==> src/rtl/seg7_scan_if.sv <==
// Signal bundle between the segment converter / display pins and the seg7_scan driver.
// The master side supplies patterns and controls; the slave side (the driver) returns the display drive.
interface seg7_scan_if;
  logic [6:0] un;
  logic [6:0] dec;
  logic [6:0] cent;
  logic [6:0] mil;
  logic       en;
  logic       blank_lz;
  logic [3:0] an;
  logic [6:0] seg;
  logic       frame_tick;

  modport master (
    output un, dec, cent, mil, en, blank_lz,
    input  an, seg, frame_tick
  );

  modport slave (
    input  un, dec, cent, mil, en, blank_lz,
    output an, seg, frame_tick
  );
endinterface

==> src/rtl/seg7_scan.sv <==
// Four-digit common-anode scan driver: per-frame snapshot of the digit patterns,
// programmable dwell per digit, leading dead time against ghosting, optional leading-zero blanking.
module seg7_scan #(
  parameter int         DIV       = 50000,
  parameter int         DEAD      = 16,
  parameter logic [6:0] ZERO_CODE = 7'b1000000
) (
  input logic        clk,
  input logic        rst,
  seg7_scan_if.slave bus
);

  localparam int            CW   = $clog2(DIV);
  localparam logic [CW-1:0] LAST = CW'(DIV - 1);

  logic [CW-1:0] cnt;
  logic [1:0]    dig;
  logic [6:0]    snap [4];
  logic [3:0]    lz;
  logic [3:0]    an_on;
  logic          dead_phase;
  logic          snap_edge;
  logic          blank;
  logic [3:0]    an_q;
  logic [6:0]    seg_q;
  logic          tick_q;

  // With no dead time the comparison would be against zero, so it is elided entirely.
  generate
    if (DEAD == 0) begin : g_no_dead
      assign dead_phase = 1'b0;
    end else begin : g_dead
      assign dead_phase = (cnt < CW'(DEAD));
    end
  endgenerate

  always_comb begin
    lz        = 4'b0000;
    lz[3]     = (snap[3] == ZERO_CODE);
    lz[2]     = lz[3] && (snap[2] == ZERO_CODE);
    lz[1]     = lz[2] && (snap[1] == ZERO_CODE);
    snap_edge = (cnt == '0) && (dig == 2'd0);
    an_on     = 4'b0001 << dig;
    blank     = !bus.en || dead_phase || (bus.blank_lz && lz[dig]);
  end

  // Outputs are computed from the pre-edge scan state, so snap is still the previous frame's on the snapshot edge.
  always_ff @(posedge clk) begin
    if (rst) begin
      cnt    <= '0;
      dig    <= 2'd0;
      for (int i = 0; i < 4; i++) snap[i] <= 7'h7F;
      an_q   <= 4'hF;
      seg_q  <= 7'h7F;
      tick_q <= 1'b0;
    end else begin
      if (cnt == LAST) begin
        cnt <= '0;
        dig <= dig + 2'd1;
      end else begin
        cnt <= cnt + CW'(1);
      end

      tick_q <= snap_edge;
      if (snap_edge) begin
        snap[0] <= bus.un;
        snap[1] <= bus.dec;
        snap[2] <= bus.cent;
        snap[3] <= bus.mil;
      end

      if (blank) begin
        an_q  <= 4'hF;
        seg_q <= 7'h7F;
      end else begin
        an_q  <= ~an_on;
        seg_q <= snap[dig];
      end
    end
  end

  assign bus.an         = an_q;
  assign bus.seg        = seg_q;
  assign bus.frame_tick = tick_q;

endmodule

==> src/flat_wrapper.sv <==
// flat-port wrapper written by rule: the top's interface ports become plain ports
module seg7_scan_flat 
#(
  parameter int         DIV       = 50000,
  parameter int         DEAD      = 16,
  parameter logic [6:0] ZERO_CODE = 7'b1000000
)
  (clk, rst, bus_un, bus_dec, bus_cent, bus_mil, bus_en, bus_blank_lz, bus_an, bus_seg, bus_frame_tick);
  seg7_scan_if bus_i ();
  input logic clk;
  input logic rst;
  input wire logic [$bits(bus_i.un)-1:0] bus_un;
  input wire logic [$bits(bus_i.dec)-1:0] bus_dec;
  input wire logic [$bits(bus_i.cent)-1:0] bus_cent;
  input wire logic [$bits(bus_i.mil)-1:0] bus_mil;
  input wire logic [$bits(bus_i.en)-1:0] bus_en;
  input wire logic [$bits(bus_i.blank_lz)-1:0] bus_blank_lz;
  output wire logic [$bits(bus_i.an)-1:0] bus_an;
  output wire logic [$bits(bus_i.seg)-1:0] bus_seg;
  output wire logic [$bits(bus_i.frame_tick)-1:0] bus_frame_tick;
  assign bus_i.un = bus_un;
  assign bus_i.dec = bus_dec;
  assign bus_i.cent = bus_cent;
  assign bus_i.mil = bus_mil;
  assign bus_i.en = bus_en;
  assign bus_i.blank_lz = bus_blank_lz;
  assign bus_an = bus_i.an;
  assign bus_seg = bus_i.seg;
  assign bus_frame_tick = bus_i.frame_tick;
  seg7_scan #(.DIV(DIV), .DEAD(DEAD), .ZERO_CODE(ZERO_CODE)) u_core (.clk(clk), .rst(rst), .bus(bus_i));
endmodule
==> config.mk <==
export PLATFORM = sky130hd
export DESIGN_NAME = seg7_scan_flat
export DESIGN_NICKNAME = d
export VERILOG_FILES = /design/src/rtl/seg7_scan_if.sv /design/src/rtl/seg7_scan.sv /design/src/flat_wrapper.sv
export SDC_FILE = /design/constraint.sdc
export NUM_CORES = 1
export LEC_CHECK = 0
export CAP_MARGIN = 5
export CORE_AREA = 5 5 74 76
export CTS_CLUSTER_SIZE = 25
export DETAILED_ROUTE_END_ITERATION = 12
export DIE_AREA = 0 0 79 81
export PLACE_DENSITY = 0.81
export SYNTH_ARGS = -nofsm -noshare
export SYNTH_HDL_FRONTEND = slang
export SYNTH_SLANG_ARGS = --single-unit
==> constraint.sdc <==
create_clock -name clk -period 4.8 [get_ports clk]
set_input_delay 0.96 -clock clk [delete_from_list [all_inputs] [get_ports clk]]
set_output_delay 0.96 -clock clk [all_outputs]
set_load 0.005 [all_outputs]
==> run summary, run 1 <==
Yosys cell types - 33
die width - 79 um
final WL - 4333 um
crit-path cells - inv_1, ha_1, nor4bb_1, and3b_1, nand2b_1
post-synthesis sequential area ratio - 57.20%
skew final - 0.009217 ns
vias - 1,604
First-pass DRT Iterations - 5
Yosys warning count - 0
max_cap viols - 0
Max stage delay on crit path - 0.89 ns
cells on worst reg2reg path - 5
vias in the first global route - 1,693
# diodes - 0
largest net degree at the start of global routing - 30
CTS Hold Buffers Added - 0
register bit count reported by yosys - 58
Multi-input gate area - 984.7 um2
Synth top area share - 33.37%
clk_lat worst skew - 0.32 ns
# IOs - 44
die height - 81 um
Root Driver - clkbuf_8
Syn Nets - 244
remaining global-route overflow - 0
crit path max fanout - 29
final worst path period share - 56.51%
CTS resizes - 0
Finished Cell Area - 3137 um2
post-DP HPWL - 3088 um
Synth area leader - edfxtp_1
area grow syn2layout - 24.48%
first-pass GRT wire length - 7693 um
clock sink total - 58
Port Buffers - 43
GRT Overall Usage - 15.58%
Max IR drop VDD - 0.2514 mV
Worst-path clk slew - 0.06 ns
placed inst area - 2954 um2
Slowest cell on crit path - and3b_1
Non-Filler Instances - 309
top post-synthesis cells by area - edfxtp_1 (33%), dfxtp_1 (24%), nand2b_1 (7.2%)
crit start category - register
CTS tree - yes
Num CTS Buffers - 9
leakage - 0.9845 nW
RSZ-0062 raised after global routing - no
# DRC - 0
number of cells on the critical path - 5
Worst Hold Class - register to register
Final Slew Violations - 0
fin crit period - 2.712 ns
wire length per cell - 14.02 um
antenna violations before repair - 0
Placed Cells - 293
nets@finish - 288
Max Root-Sink Buffers - 2
H-Tree Depth - 3
most frequent cells in the layout - clkdlybuf4s50_1 (43), dfxtp_1 (30), nand2b_1 (29), edfxtp_1 (28), nor2_1 (23)
Vias per Instance - 5.191
data required time of the critical path - 4.82 ns
GPL Wtd Cong - 0.7720
CP Class - register to register
WP data arrival - 2.73 ns
most common cell after layout, fill and taps aside - clkdlybuf4s50_1
layout cells sized above 1 - 9.412%
Post-CTS Setup Repair Bufs - 0
Gate Count Post-Synth - 206
fillcell total - 331
Fin. Hold Viols - 0
hold depth - 1
crit path capture type - register
final antenna-violating net count - 0
Netlist Area Pre-Place - 2520 um2
DR iter-0 viols - 99
Worst slew margin - 21.61%
register area - 1441 um2
family with the most delay on the worst path - simple AND/OR/NAND/NOR gates
core area - 4661 um2
Final setup violation count - 0
Die Area - 6399 um2
Post-Syn Area per Cell - 12.23 um2
Final Total Pwr - 1.025 mW
Buf+Inv Stages, Crit Path - 1
Initial Utilization - 54.07%
Pwr Density - 326.8 nW/um2
slew of the pin with the lowest slew margin - 1.173 ns
Max Clk Rate - 368.7 MHz
TNS Setup - 0 ns
run status - finished clean
# rows - 25
## Yosys cell counts (all sizes together)
| cell type | instances |
|---|---|
| nor4bb | 1 |
| xor2 | 1 |
| inv | 8 |
| buf | 6 |
| nor2 | 23 |
| mux4 | 7 |
| dfxtp | 30 |
| a22oi | 1 |
| nand2b | 29 |
| clkbuf | 4 |
| nand2 | 3 |
| nor4 | 7 |
| nor3b | 1 |
| edfxtp | 28 |
| nand4 | 6 |
| or3 | 2 |
| a21oi | 1 |
| or2 | 1 |
| xnor2 | 14 |
| ha | 6 |
| nand3b | 6 |
| nor4b | 3 |
| nor3 | 4 |
| and3b | 1 |
| or4 | 2 |
| mux2i | 1 |
| a21o | 1 |
| nand3 | 9 |
## metal layers
layer | vias up | global-route usage (%) | part of all wire [%]
met5 | - | 0 | 0
met4 | 0 | 8.076 | 1.6
met3 | 7 | 3.991 | 5.2
met2 | 51 | 24.58 | 47
met1 | 734 | 19.87 | 47
li1 | 812 | - | -
## worst paths after layout
check | endpoint | slack [ns] | from
min reg2reg | u_core.cnt[0] | 0.49 | u_core.cnt[0]
max reg2reg | u_core.snap[0][2] | 2.09 | u_core.dig[0]
max | u_core.snap[0][2] | 2.09 | u_core.dig[0]
min | u_core.cnt[0] | 0.49 | u_core.cnt[0]
## cells by family after synthesis
group / synth area share [%]
simple gates: 23.44
flops: 57.20
buf+inv: 3.724
xor+xnor: 5.214
mux: 6.653
fa+ha+maj: 2.979
compound gates: 0.7945
## through the flow
| step | hold WS, ns | setup slack, ns | utilization (%) |
|---|---|---|---|
| after global placement | 0.4585 | 1.946 | 63.38 |
| after detailed placement | 0.4736 | 1.893 | 63.38 |
| after CTS | 0.4877 | 2.057 | 67.30 |
| after floorplan | 0.4416 | 2.574 | - |
| final | 0.4914 | 2.088 | 67.30 |
| after global routing | 0.4977 | 1.809 | 67.30 |
## state kept, by name, summed over array words and instances (netlist names)
signal and count:
u_core.bus.frame_tick 1, u_core.dig 2, u_core.bus.an 4, u_core.snap 28, u_core.bus.seg 7, u_core.cnt 16
## power breakdown
part,internal [mW],switching [mW]
Sequential,0.545,0.0111
Combinational,0.0408,0.0292
Clock,0.228,0.170
## layout make-up
cell class,count,area share (%)
flip-flops and latches,58,45.95
multi-input cells,130,31.39
repair buffers,43,13.72
clock buffers,14,5.505
well taps,54,2.154
inverters,8,0.9573
clock inverters,2,0.3191
Note: power is estimated with default switching activity, not from simulation.
==> inputs of run 2 (changes only) <==
Settings changed: CORE_AREA 5 5 74 76 to 5 5 76 78, DIE_AREA 0 0 79 81 to 0 0 81 83, PLACE_DENSITY 0.81 to 0.77.
Clock period 4.8 ns to 2.7 ns, I/O delays scaled along.
==> run 2 against run 1 <==
Net effect:
- largest power group unchanged
- clock power rose by 110%
- highest routed layer unchanged
- die area rose by 5.1%
- combinational power rose by 85%
- wire length rose by 4.5%
==> run summary, run 2 (synthesized netlist as in run 1, its figures left out) <==
Setup crit start - u_core.cnt[13]
number of flip-flops under the largest register name - 28
die height - 83 um
final WL - 4530 um
Max Clk Rate - 467.9 MHz
final antenna-violating net count - 0
post-DP HPWL - 3246 um
Slowest cell on crit path - or4_4
area grow syn2layout - 27.21%
fin crit period - 2.137 ns
number of cells on the critical path - 5
Met3 Wirelength - 260 um
Worst Hold Class - register to register
# diodes - 0
Final Total Pwr - 1.952 mW
largest net degree at the start of global routing - 30
final worst path period share - 79.16%
most frequent cells in the layout - clkdlybuf4s50_1 (43), dfxtp_1 (30), nand2b_1 (29), edfxtp_1 (28), nor2_1 (23)
Metal-1 WL - 2062 um
CP Class - register to register
Worst R2R Start - u_core.cnt[13]
clk_lat worst skew - 0.33 ns
Vias per Instance - 5.113
H-Tree Depth - 3
final setup margin - 0.5626 ns
crit path capture type - register
# rows - 26
run status - finished clean
slew of the pin with the lowest slew margin - 0.6436 ns
# IOs - 44
Post-CTS Setup Repair Bufs - 0
R2R setup slack - 0.56 ns
CTS resizes - 0
CTS tree - yes
Buf+Inv Stages, Crit Path - 1
Pwr Density - 608.9 nW/um2
vias in the first global route - 1,642
TNS Setup - 0 ns
die width - 81 um
Num CTS Buffers - 9
Finished Cell Area - 3206 um2
skew final - 0.008221 ns
wire length on met2 - 2109 um
cells on worst reg2reg path - 5
most common cell after layout, fill and taps aside - clkdlybuf4s50_1
first-pass GRT wire length - 7645 um
register area - 1441 um2
RSZ-0062 raised after global routing - no
First-pass DRT Iterations - 4
Max Used Layer - met4
max_cap viols - 0
remaining global-route overflow - 0
fillcell total - 412
WP data arrival - 2.20 ns
Max IR drop VDD - 0.3188 mV
worst hold slack - 0.4846 ns
vias - 1,677
family with the most delay on the worst path - simple AND/OR/NAND/NOR gates
Worst-path clk slew - 0.06 ns
core area - 5010 um2
worst r2r dst - u_core.snap[2][2]
Initial Utilization - 50.30%
crit path capture - u_core.snap[2][2]
Final setup violation count - 0
Port Buffers - 43
largest register by flop count - u_core.snap
crit path max fanout - 29
Max Root-Sink Buffers - 2
Fin. Hold Viols - 0
layout cells sized above 1 - 10.08%
crit-path cells - or4_4, nor4_4, and3b_1, buf_4, nand2b_1
antenna violations before repair - 0
Worst slew margin - 57.04%
placed inst area - 2997 um2
GRT Overall Usage - 14.91%
data required time of the critical path - 2.77 ns
CTS Hold Buffers Added - 0
wire length per cell - 13.81 um
# DRC - 0
DP Worst Slack - 0.5590 ns
GPL Wtd Cong - 0.8041
Hold Startpoint - u_core.cnt[0]
Max stage delay on crit path - 0.58 ns
Multi-input gate area - 984.7 um2
leakage - 1.008 nW
Final Slew Violations - 0
Die Area - 6723 um2
clock sink total - 58
Root Driver - clkbuf_8
nets@finish - 291
DR iter-0 viols - 137
crit start category - register
==> run 2: cell types whose count changed in the layout (fill, tap and decap cells not counted), moves of 2 or more <==
cell,delta
buf_4,+3
bufinv_16,+2
clkbuf_8,-3
clkinv_1,+2
==> run 2: metrics by stage <==
stage,utilization (%),instances
after floorplan,-,206
after global placement,59.82,312
after detailed placement,59.82,312
after CTS,63.99,328
after global routing,63.99,328
final,63.99,328
==> run 2: per-layer routing <==
| metal | up-vias | global-route usage [%] |
|---|---|---|
| met5 | - | 0 |
| met4 | 0 | 8.295 |
| met3 | 11 | 3.788 |
| met2 | 57 | 21.96 |
| met1 | 790 | 19.78 |
| li1 | 819 | - |
==> run 2: final cells by class <==
cell class	count	share of cell area (%)
sequential	58	44.96
multi-input combinational	130	30.72
timing repair buffer	46	14.13
clock buffer	10	3.981
tap	70	2.732
clock inverter	6	2.537
inverter	8	0.9368
==> run 2: how the worst min path moves through the flow <==
stage,end,depth (start not counted),slack [ns]
finish,u_core.cnt[0],1,0.48
global route,u_core.cnt[0],1,0.50
CTS,u_core.cnt[0],1,0.49
detailed placement,u_core.cnt[0],1,0.47
global placement,u_core.cnt[0],1,0.46
floorplan,u_core.cnt[0],1,0.44
==> run 2: report_power, final <==
part | total, mW | internal (mW) | switching [mW]
clock | 0.834 | 0.513 | 0.321
combinational | 0.129 | 0.0756 | 0.0534
sequential | 0.989 | 0.968 | 0.0205
==> inputs of run 3 (changes only) <==
Clock period 2.7 ns to 2.19 ns, I/O delays scaled along.
==> run 3 against run 2 <==
Net effect:
- flip-flop and latch count is the same
- critical endpoint is now u_core.snap[0][6]
- largest cell class unchanged
- total power grew 11%
- count of clock-buffer cells in the layout grew 1
==> run summary, run 3 (synthesized netlist as in run 1, its figures left out) <==
run status - finished clean
crit-path cells - or4_4, nor4_4, and3b_1, buf_12, nand2b_1
CP Class - register to register
First-pass DRT Iterations - 4
switching pwr - 0.4741 mW
Placed Cells - 315
# diodes - 0
Max IR drop VDD - 0.3567 mV
Finished Cell Area - 3198 um2
first-pass GRT wire length - 7824 um
wire length per cell - 13.51 um
leakage - 1.007 nW
combinational group share of total power - 8.0%
antenna violations before repair - 0
CTS Hold Buffers Added - 0
core area - 5010 um2
Worst slew margin - 76.14%
TNS Setup - 0 ns
Root Driver - clkbuf_8
family with the most delay on the worst path - simple AND/OR/NAND/NOR gates
Pwr Density - 677.9 nW/um2
Sequential Power Share - 56.2%
H-Tree Depth - 3
most frequent cells in the layout - clkdlybuf4s50_1 (43), dfxtp_1 (30), nand2b_1 (29), edfxtp_1 (28), nor2_1 (23)
Die Area - 6723 um2
clock sink total - 58
data required time of the critical path - 2.26 ns
switching part of the total - 21.87%
final antenna-violating net count - 0
Initial Utilization - 50.30%
Final Slew Violations - 0
most common cell after layout, fill and taps aside - clkdlybuf4s50_1
crit path capture type - register
die height - 83 um
skew final - 0.005018 ns
Max Root-Sink Buffers - 2
RSZ-0062 raised after global routing - no
# rows - 26
Worst Hold Class - register to register
die width - 81 um
crit path max fanout - 29
WP data arrival - 2.05 ns
crit start category - register
DR iter-0 viols - 121
# IOs - 44
DP Worst Slack - 0.2210 ns
post-DP HPWL - 3250 um
Worst-path clk slew - 0.06 ns
number of flip-flops under the largest register name - 28
max_cap viols - 0
final WL - 4473 um
layout cells sized above 1 - 10.73%
Max Clk Rate - 504.3 MHz
vias - 1,651
GPL Wtd Cong - 0.8345
Clk network pwr share - 35.8%
Buf+Inv Stages, Crit Path - 1
Post-CTS Setup Repair Bufs - 0
Non-Filler Instances - 331
placed inst area - 3045 um2
largest register by flop count - u_core.snap
Num CTS Buffers - 9
slew of the pin with the lowest slew margin - 0.3531 ns
CTS tree - yes
Final setup violation count - 0
Fin. Hold Viols - 0
clk_lat worst skew - 0.32 ns
largest net degree at the start of global routing - 30
GRT Overall Usage - 15.12%
nets@finish - 294
Max stage delay on crit path - 0.58 ns
P_int - 1.694 mW
vias in the first global route - 1,664
Slowest cell on crit path - or4_4
final worst path period share - 90.54%
final setup margin - 0.2071 ns
CTS resizes - 0
fillcell total - 416
Vias per Instance - 4.988
Port Buffers - 43
# DRC - 0
fin crit period - 1.983 ns
remaining global-route overflow - 0
area grow syn2layout - 26.91%
run 3: cell types whose count changed in the layout (fill, tap and decap cells not counted), sizes merged:
cell	previous run	this run
bufinv	2	0
clkinv	4	5
buf	3	6
clkbuf	10	11
run 3: routing by layer:
metal	track usage, %	wire length, um	part of all wire [%]	up-vias
li1	-	-	-	828
met1	20.29	1985	44	762
met2	22.48	2126	48	52
met3	3.788	264	5.9	9
met4	7.527	96	2.1	0
met5	0	0	0	-
run 3: final cells by class:
class                   count  area [um2]  area share, %
clock buffers              11       131.4          4.108
repair buffers             49       500.5          15.65
inverters                   8       30.03         0.9390
clock inverters             5       21.27         0.6651
flip-flops and latches     58        1441          45.07
well taps                  70       87.58          2.739
multi-input cells         130       985.9          30.83
run 3: worst reg2reg max path: stages, from the launching register on:
cell      delay, ns
dfxtp_1        0.33
or4_4          0.58
nor4_4         0.30
and3b_1        0.25
buf_12         0.18
nand2b_1       0.09
run 3: final timing paths:
| check | slack [ns] | cells after the start | from | end |
|---|---|---|---|---|
| min | 0.48 | 1 | u_core.cnt[0] | u_core.cnt[0] |
| max reg2reg | 0.21 | 5 | u_core.cnt[13] | u_core.snap[0][6] |
| min reg2reg | 0.48 | 1 | u_core.cnt[0] | u_core.cnt[0] |
| max | 0.21 | 5 | u_core.cnt[13] | u_core.snap[0][6] |
run 3: power groups by stage:
stage                     clock [mW]  sequential, mW  combinational [mW]
after global placement             0            1.24               0.171
after floorplan                    0            1.23              0.0906
after detailed placement           0            1.24               0.176
final                          0.776            1.22               0.173
after CTS                      0.797            1.22               0.177
after global routing           0.861            1.22               0.190
run 3: per-stage QoR:
step | utilization, % | total power, mW | hold slack (ns)
2_1_floorplan | - | 1.322 | 0.4416
3_3_place_gp | 60.79 | 1.410 | 0.4588
3_5_place_dp | 60.79 | 1.418 | 0.4699
4_1_cts | 63.84 | 2.192 | 0.4830
5_1_grt | 63.84 | 2.274 | 0.5136
6_report | 63.84 | 2.168 | 0.4818
